[config.mk]
export PLATFORM = sky130hd
export DESIGN_NAME = alu_req_arb
export DESIGN_NICKNAME = d
export VERILOG_FILES = /design/src/rtl/alu_req_arb.sv
export SDC_FILE = /design/constraint.sdc
export NUM_CORES = 1
export LEC_CHECK = 0
export BUFFER_PORTS_ARGS = -buffer_cell sky130_fd_sc_hd__buf_2
export CAP_MARGIN = 20
export CORE_AREA = 2 2 112 114
export DETAILED_ROUTE_END_ITERATION = 8
export DIE_AREA = 0 0 114 116
export PLACE_DENSITY = 0.73
export SLEW_MARGIN = 20
export SYNTH_ARGS = -nofsm -noshare
export SYNTH_HDL_FRONTEND = slang
export SYNTH_SLANG_ARGS = --single-unit
[constraint.sdc]
create_clock -name clk -period 1.8 [get_ports clk]
set_input_delay 0 -clock clk [delete_from_list [all_inputs] [get_ports clk]]
set_output_delay 0 -clock clk [all_outputs]
set_load 0.01 [all_outputs]
[src/rtl/alu_req_arb.sv]
// Two-port request arbiter/sequencer in front of the shared combinational ALU.
// Define ALU_ARB_FIXED_PRIO_EN for fixed priority (port 0 wins ties); default is round-robin.
module alu_req_arb #(
  parameter int DW = 32,
  parameter int FW = 6
) (
  input  logic          clk,
  input  logic          reset,
  input  logic          req_valid0,
  input  logic          req_valid1,
  output logic          req_ready0,
  output logic          req_ready1,
  input  logic [DW-1:0] req_a0,
  input  logic [DW-1:0] req_b0,
  input  logic [DW-1:0] req_a1,
  input  logic [DW-1:0] req_b1,
  input  logic [FW-1:0] req_fun0,
  input  logic [FW-1:0] req_fun1,
  input  logic          req_sign0,
  input  logic          req_sign1,
  output logic          rsp_valid0,
  output logic          rsp_valid1,
  input  logic          rsp_ready0,
  input  logic          rsp_ready1,
  output logic [DW-1:0] rsp_data,
  output logic [DW-1:0] alu_a,
  output logic [DW-1:0] alu_b,
  output logic [FW-1:0] alu_fun,
  output logic          alu_sign,
  input  logic [DW-1:0] alu_s,
  output logic          busy
);

  // Handshakes: a transfer happens on a rising edge where valid and ready are
  // both high. Requesters hold valid (and payload) until ready; the arbiter
  // holds rsp_valid and rsp_data until the owning client's rsp_ready.

  typedef enum logic [1:0] {IDLE, EXEC, RESP} state_t;

  state_t        state_q, state_d;
  logic [DW-1:0] a_q, a_d, b_q, b_d, data_q, data_d;
  logic [FW-1:0] fun_q, fun_d;
  logic          sign_q, sign_d;
  logic          owner_q, owner_d;
  logic          grant0, grant1;
  logic          accept, rsp_take;

`ifdef ALU_ARB_FIXED_PRIO_EN
  always_comb begin
    grant0 = req_valid0;
    grant1 = req_valid1 & ~req_valid0;
  end
`else
  logic last_q, last_d;

  // On a tie the port that did not win last time is granted.
  always_comb begin
    grant0 = req_valid0 & (~req_valid1 | last_q);
    grant1 = req_valid1 & (~req_valid0 | ~last_q);
  end
`endif

  assign accept   = (state_q == IDLE) & ~reset & (grant0 | grant1);
  assign rsp_take = owner_q ? rsp_ready1 : rsp_ready0;

  always_comb begin
    state_d    = state_q;
    a_d        = a_q;
    b_d        = b_q;
    fun_d      = fun_q;
    sign_d     = sign_q;
    owner_d    = owner_q;
    data_d     = data_q;
`ifndef ALU_ARB_FIXED_PRIO_EN
    last_d     = last_q;
`endif
    req_ready0 = 1'b0;
    req_ready1 = 1'b0;
    rsp_valid0 = 1'b0;
    rsp_valid1 = 1'b0;
    case (state_q)
      IDLE: begin
        req_ready0 = ~reset & grant0;
        req_ready1 = ~reset & grant1;
        if (accept) begin
          state_d = EXEC;
          owner_d = grant1;
          a_d     = grant1 ? req_a1 : req_a0;
          b_d     = grant1 ? req_b1 : req_b0;
          fun_d   = grant1 ? req_fun1 : req_fun0;
          sign_d  = grant1 ? req_sign1 : req_sign0;
`ifndef ALU_ARB_FIXED_PRIO_EN
          last_d  = grant1;
`endif
        end
      end
      EXEC: begin
        data_d  = alu_s;
        state_d = RESP;
      end
      RESP: begin
        rsp_valid0 = ~owner_q;
        rsp_valid1 = owner_q;
        if (rsp_take) state_d = IDLE;
      end
      default: state_d = IDLE;
    endcase
  end

  always_ff @(posedge clk) begin
    if (reset) begin
      state_q <= IDLE;
      a_q     <= '0;
      b_q     <= '0;
      fun_q   <= '0;
      sign_q  <= 1'b0;
      owner_q <= 1'b0;
      data_q  <= '0;
`ifndef ALU_ARB_FIXED_PRIO_EN
      last_q  <= 1'b1;
`endif
    end else begin
      state_q <= state_d;
      a_q     <= a_d;
      b_q     <= b_d;
      fun_q   <= fun_d;
      sign_q  <= sign_d;
      owner_q <= owner_d;
      data_q  <= data_d;
`ifndef ALU_ARB_FIXED_PRIO_EN
      last_q  <= last_d;
`endif
    end
  end

  // ALU inputs come straight from the operand registers so they hold through IDLE.
  assign alu_a    = a_q;
  assign alu_b    = b_q;
  assign alu_fun  = fun_q;
  assign alu_sign = sign_q;
  assign rsp_data = data_q;
  assign busy     = (state_q != IDLE);

endmodule

# Word level (Yosys, flattened, before mapping)
# Index checks and enable logic that the tools add are counted.
# Widths: inputs -> output; s select.
[word_totals]
out_inout_bits = 108
elab_cells = 42
register_bits = 107
[op_classes]
eq_ne = 4
n_bitwise = 14
muxes = 12
reduce_logical = 4
[op_table]
columns = ["operator", "count"]
rows = [
  ["$mux 32", 2],
  ["$and 1x1->1", 6],
  ["$mux 1", 6],
  ["$mux 6", 1],
  ["$pmux 2 s3", 1],
  ["$not 1->1", 5],
  ["$mux 2", 2],
  ["$ne 2x2->1 const B", 2],
  ["$reduce_and 2->1", 2],
  ["$or 1x1->1", 3],
  ["$eq 2x1->1 const B", 1],
  ["$eq 2x2->1 const B", 1],
  ["$logic_not 2->1", 1],
  ["$reduce_bool 2->1", 1],
]

# Longest topological paths before layout
[logic_depth]
ltp_word = 7
mapped_depth = 5
mapped_depth_nobuf = 3

# Least setup slack after synthesis
# No wires, ideal clock.
[synth_path]
path_kind = "register -> register"
startpoint = "register state_q[1]"
endpoint = "register a_q[14] (netlist: alu_a[14])"
arrival_ns = 1.260
slack_ns = 0.407
setup_ns = 0.133
synth_period_minus_slack_ns = 1.393
n_path_buf = 2
path_stages_with_launch = 6
path_cell_list = "dfxtp_1 -> or3b_1 -> buf_6 -> buf_2 -> nor3_1 -> nor4_1"
[synth_via]
elab_chain_cells = 4
[synth_lines]
columns = ["item", "line_no", "text"]
rows = [
  ["from (decl)", "40", "state_t state_q, state_d;"],
  ["from (signal assigned)", "123", "state_q <= state_d;"],
  ["$logic_not 2->1 *", "63, 81", ""],
  ["$and 1x1->1 (2 in a row)", "63", "assign accept = (state_q == IDLE) & ~reset & (grant0 | grant1);"],
  ["$reduce_and 2->1 (no line) *", "--", ""],
  ["to (signal assigned)", "113", "a_q <= '0;"],
  ["to (signal assigned)", "124", "a_q <= a_d;"],
  ["to (decl)", "41", "logic [DW-1:0] a_q, a_d, b_q, b_d, data_q, data_d;"],
]
# Every way passes the cells marked *; elsewhere a longest branch is shown, timed or not.
# A chain may end at the register's enable or synchronous reset.

# Worst setup path after layout
[layout_path]
startpoint = "register state_q[1]"
endpoint = "output port req_ready1"
[layout_via]
elab_chain_cells = 2
[layout_lines]
columns = ["item", "line_no", "text"]
rows = [
  ["$logic_not 2->1", "81", "case (state_q)"],
  ["$mux 1", "81", ""],
  ["to (decl)", "12", "output logic req_ready1,"],
]
# Every way passes these cells.

==> impl_metrics.xml <==
<?xml version="1.0" encoding="UTF-8"?>
<metrics>
  <group name="pwr">
    <metric name="power.leakage" unit="nW">3.32</metric>
    <metric name="p_switching" unit="W">0.00198</metric>
    <metric name="worst_ir_drop_vdd" unit="V">0.000387</metric>
    <metric name="share_seq_of_total_power" unit="">0.409</metric>
    <metric name="power.internal" unit="W">0.00477</metric>
    <metric name="pwr_density_cell" unit="nW/um^2">907</metric>
    <metric name="clock_group_share_of_total_power" unit="">0.325</metric>
    <metric name="design_power_total" unit="W">0.00675</metric>
    <metric name="power.share.combinational" unit="">0.265</metric>
    <metric name="netSwitchingFraction" unit="">0.293</metric>
  </group>
  <group name="synth">
    <metric name="largest_cells_by_area_after_synthesis" unit="">sky130_fd_sc_hd__dfxtp_1 47%, sky130_fd_sc_hd__nor3_1 16%, sky130_fd_sc_hd__a21oi_1 12%</metric>
    <metric name="synthesis.area_per_instance" unit="um^2">7.85</metric>
    <metric name="synth_warnings" unit="">0</metric>
    <metric name="yosys_most_used_dff" unit="">sky130_fd_sc_hd__dfxtp_1</metric>
    <metric name="synthesis.instances" unit="">577</metric>
    <metric name="synthArstFlopShare" unit="">0</metric>
    <metric name="yosys_register_bits" unit="">107</metric>
    <metric name="netlist_area" unit="um^2">4530</metric>
    <metric name="synth_top_area_cell" unit="">sky130_fd_sc_hd__dfxtp_1</metric>
    <metric name="yosys-top-cells-count" unit="">143 x sky130_fd_sc_hd__nor3_1, 107 x sky130_fd_sc_hd__dfxtp_1, 105 x sky130_fd_sc_hd__a21oi_1</metric>
    <metric name="most_frequent_cell_after_synthesis" unit="">sky130_fd_sc_hd__nor3_1</metric>
    <metric name="synth.distinct_cells" unit="">24</metric>
    <metric name="synth-edff-count" unit="">0</metric>
    <metric name="post-synth-top-area-fraction" unit="">0.473</metric>
    <metric name="proportion_of_synthesized_chip_area_in_sequential_cells" unit="">0.473</metric>
    <metric name="syn-num-nets" unit="">757</metric>
  </group>
  <group name="cts">
    <metric name="clockRootBuffer" unit="">sky130_fd_sc_hd__clkbuf_16</metric>
    <metric name="cts.sink_count" unit="">107</metric>
    <metric name="post-cts-setup-buffers" unit="">0</metric>
    <metric name="htreeDepth" unit="">3</metric>
    <metric name="cts.path.max_buffers" unit="">2</metric>
    <metric name="cts.reportedPaths.clkPinSlew" unit="ns">0.07</metric>
    <metric name="worstSkewPairLatency" unit="ns">0.34</metric>
    <metric name="cts_tree" unit="">yes</metric>
    <metric name="cts_buffers" unit="">9</metric>
  </group>
  <group name="setup_path">
    <metric name="critical_path_required" unit="ns">1.80</metric>
    <metric name="reg2reg_to" unit="">alu_a[2]$_SDFFE_PP0P_</metric>
    <metric name="regToRegSetupSlack" unit="ns">0.28</metric>
    <metric name="reg2reg_depth" unit="">4</metric>
    <metric name="worstSetupStartpoint" unit="">state_q[1]$_SDFFE_PP0P_</metric>
    <metric name="path_max_fanout" unit="">13</metric>
    <metric name="timing.critical_path.from_type" unit="">flip-flop</metric>
    <metric name="cp-end-kind" unit="">output port</metric>
    <metric name="critical_path_class" unit="">flip-flop to output port</metric>
    <metric name="worst_ep_arrival_time" unit="ns">1.69</metric>
    <metric name="worst_r2r_startpoint" unit="">state_q[1]$_SDFFE_PP0P_</metric>
  </group>
  <group name="sta">
    <metric name="share_of_the_cycle_needed_by_the_critical_path_after_routing" unit="">0.938</metric>
    <metric name="timing.final.crit_period" unit="ns">1.69</metric>
    <metric name="final_setup_tns" unit="ns">0</metric>
    <metric name="finalClockSkew" unit="ns">0.00409</metric>
    <metric name="hold_violations" unit="">0</metric>
    <metric name="final_max_slew_viol_count" unit="">0</metric>
    <metric name="timing.max_slew.rel_slack" unit="">0.655</metric>
    <metric name="timing.final.ws_setup" unit="ns">0.112</metric>
    <metric name="timing.fmax" unit="MHz">593</metric>
    <metric name="unrepaired_setup_endpoints_after_global_routing" unit="">false</metric>
    <metric name="final-setup-viol-count" unit="">0</metric>
    <metric name="tightest_slew" unit="ns">0.517</metric>
  </group>
  <group name="detailed_routing">
    <metric name="final_antenna_net_count" unit="">0</metric>
    <metric name="wl" unit="mm">17.5</metric>
    <metric name="drtIter0Drc" unit="">502</metric>
    <metric name="detail_route.first_pass.iterations" unit="">5</metric>
    <metric name="wl_per_cell" unit="um">16.2</metric>
    <metric name="post_drt_via_cell_ratio" unit="">5.37</metric>
    <metric name="route.vias.total" unit="">5797</metric>
    <metric name="remaining_drc_errors" unit="">0</metric>
  </group>
  <group name="worst_hold_path">
    <metric name="hold_end" unit="">alu_a[26]$_SDFFE_PP0P_</metric>
    <metric name="worst_hold_startpoint" unit="">req_a1[26]</metric>
    <metric name="min_path_cells" unit="">3</metric>
    <metric name="timing.hold.worst.class" unit="">input pin to flip-flop</metric>
  </group>
  <group name="placed_design">
    <metric name="numPortBuffers" unit="">287</metric>
    <metric name="dpl_worst_slack" unit="ns">0.296</metric>
    <metric name="globalplace.congestion" unit="">0.793</metric>
    <metric name="place_hpwl" unit="mm">10.1</metric>
  </group>
  <group name="floorplanning">
    <metric name="io-pin-count" unit="">288</metric>
    <metric name="die_w" unit="um">114</metric>
    <metric name="floorplan.initialDensity" unit="">0.380</metric>
    <metric name="die_height" unit="um">116</metric>
    <metric name="design.die.area" unit="um^2">13200</metric>
    <metric name="row_count" unit="">40</metric>
    <metric name="placeableCoreArea" unit="um^2">11900</metric>
  </group>
  <group name="grt">
    <metric name="antenna_found_initial" unit="">0</metric>
    <metric name="globalRoute.totalOverflow" unit="">0</metric>
    <metric name="grt_pass1_wl" unit="mm">26.9</metric>
    <metric name="grt_util_all_layers" unit="">0.252</metric>
    <metric name="grt_pass1_vias" unit="">5530</metric>
    <metric name="pin_count_of_the_biggest_net_entering_global_routing" unit="">64</metric>
  </group>
  <group name="run_status">
    <metric name="run_status" unit="">completed</metric>
  </group>
  <group name="flow_run">
    <metric name="cap_viol_max_count" unit="">0</metric>
  </group>
  <group name="finish">
    <metric name="areaGrowthSynthToFinish" unit="%">64.2</metric>
    <metric name="layout-drive-gt1-share" unit="">0.353</metric>
    <metric name="finalNetCount" unit="">1106</metric>
    <metric name="final_util" unit="">0.625</metric>
  </group>
</metrics>
[power by group through the flow]
stage | combinational, W | sequential (W) | clock [W]
6_report | 0.00179 | 0.00276 | 0.00219
5_1_grt | 0.00195 | 0.00279 | 0.00235
4_1_cts | 0.00175 | 0.00276 | 0.00226
3_5_place_dp | 0.00158 | 0.00281 | 0
3_3_place_gp | 0.00157 | 0.00280 | 0
2_1_floorplan | 0.000782 | 0.00293 | 0
[flip-flops by register name, indices dropped and copies added, names as in the netlist]
| name | flops |
|---|---|
| alu_b | 32 |
| owner_q | 1 |
| state_q | 2 |
| rsp_data | 32 |
| last_q | 1 |
| alu_sign | 1 |
| alu_fun | 6 |
| alu_a | 32 |
[cells by family (layout without fill, tap and decap cells)]
logic type,Yosys count,after routing,synth area share
simple gates,295,295,0.332
flops,107,107,0.473
compound gates,106,106,0.118
buf+inv,68,422,0.0754
mux,1,1,0.00221
other cells,0,1,0
[routing by layer]
metal	vias to the layer above	routed length, um	global-route usage
li1	2788	-	-
met2	305	8650	0.438
met1	2658	7060	0.300
met5	-	0	0
met3	46	1320	0.0507
met4	0	491	0.117
[critical path, stage by stage, from the launching register on]
cell and delay [ns]:
sky130_fd_sc_hd__dfxtp_1 0.32, sky130_fd_sc_hd__or3b_4 0.50, sky130_fd_sc_hd__or2_1 0.28, sky130_fd_sc_hd__nor2_1 0.10, sky130_fd_sc_hd__buf_2 0.15
[stage by stage]
stage | cell area [um^2] | hold slack, ns | cells
floorplan | 4530 | 0.136 | 577
global placement | 6090 | 0.243 | 963
detailed placement | 6090 | 0.247 | 963
CTS | 7410 | 0.00198 | 1077
global route | 7440 | 0.0186 | 1078
finish | 7440 | 0.0102 | 1079
[layout by cell type, fill, tap and decap left out, types with 2 or more instances in the layout]
cell,n
sky130_fd_sc_hd__nor3_1,143
sky130_fd_sc_hd__buf_4,10
sky130_fd_sc_hd__or3b_4,2
sky130_fd_sc_hd__buf_2,286
sky130_fd_sc_hd__dfxtp_1,107
sky130_fd_sc_hd__bufinv_16,2
sky130_fd_sc_hd__nor4_1,71
sky130_fd_sc_hd__a21oi_1,105
sky130_fd_sc_hd__clkbuf_16,10
sky130_fd_sc_hd__buf_12,9
sky130_fd_sc_hd__dlygate4sd3_1,99
sky130_fd_sc_hd__nor2_1,3
sky130_fd_sc_hd__nand2_1,66
sky130_fd_sc_hd__clkbuf_8,2
sky130_fd_sc_hd__inv_6,2
[what timing repair did]
| item | in CTS | in global routing |
|---|---|---|
| gates cloned | 0 | 1 |
| hold endpoints to repair | 98 | 0 |
| setup endpoints to repair | 1 | 1 |
| resized for setup | 1 | 1 |
| hold buffers | 99 | 0 |
[worst max-delay path by stage]
stage                        endpoint  slack [ns]  cells past startpoint
2_1_floorplan  alu_a[14]$_SDFFE_PP0P_        0.41                      5
3_3_place_gp               req_ready1        0.31                      5
3_5_place_dp               req_ready1        0.30                      5
4_1_cts                    req_ready0        0.03                      4
5_1_grt                    req_ready1        0.03                      4
6_report                   req_ready1        0.11                      4
[layout make-up]
| type | instances | area (um^2) |
|---|---|---|
| fill | 1009 | 4470 |
| timing repair buffer | 405 | 2700 |
| sequential | 107 | 2140 |
| multi-input combinational | 402 | 2070 |
| clock buffer | 11 | 253 |
| tap | 147 | 184 |
| clock inverter | 5 | 82.6 |
| inverter | 1 | 3.75 |
| antenna | 1 | 2.50 |
Note: power is estimated with default switching activity, not from simulation.
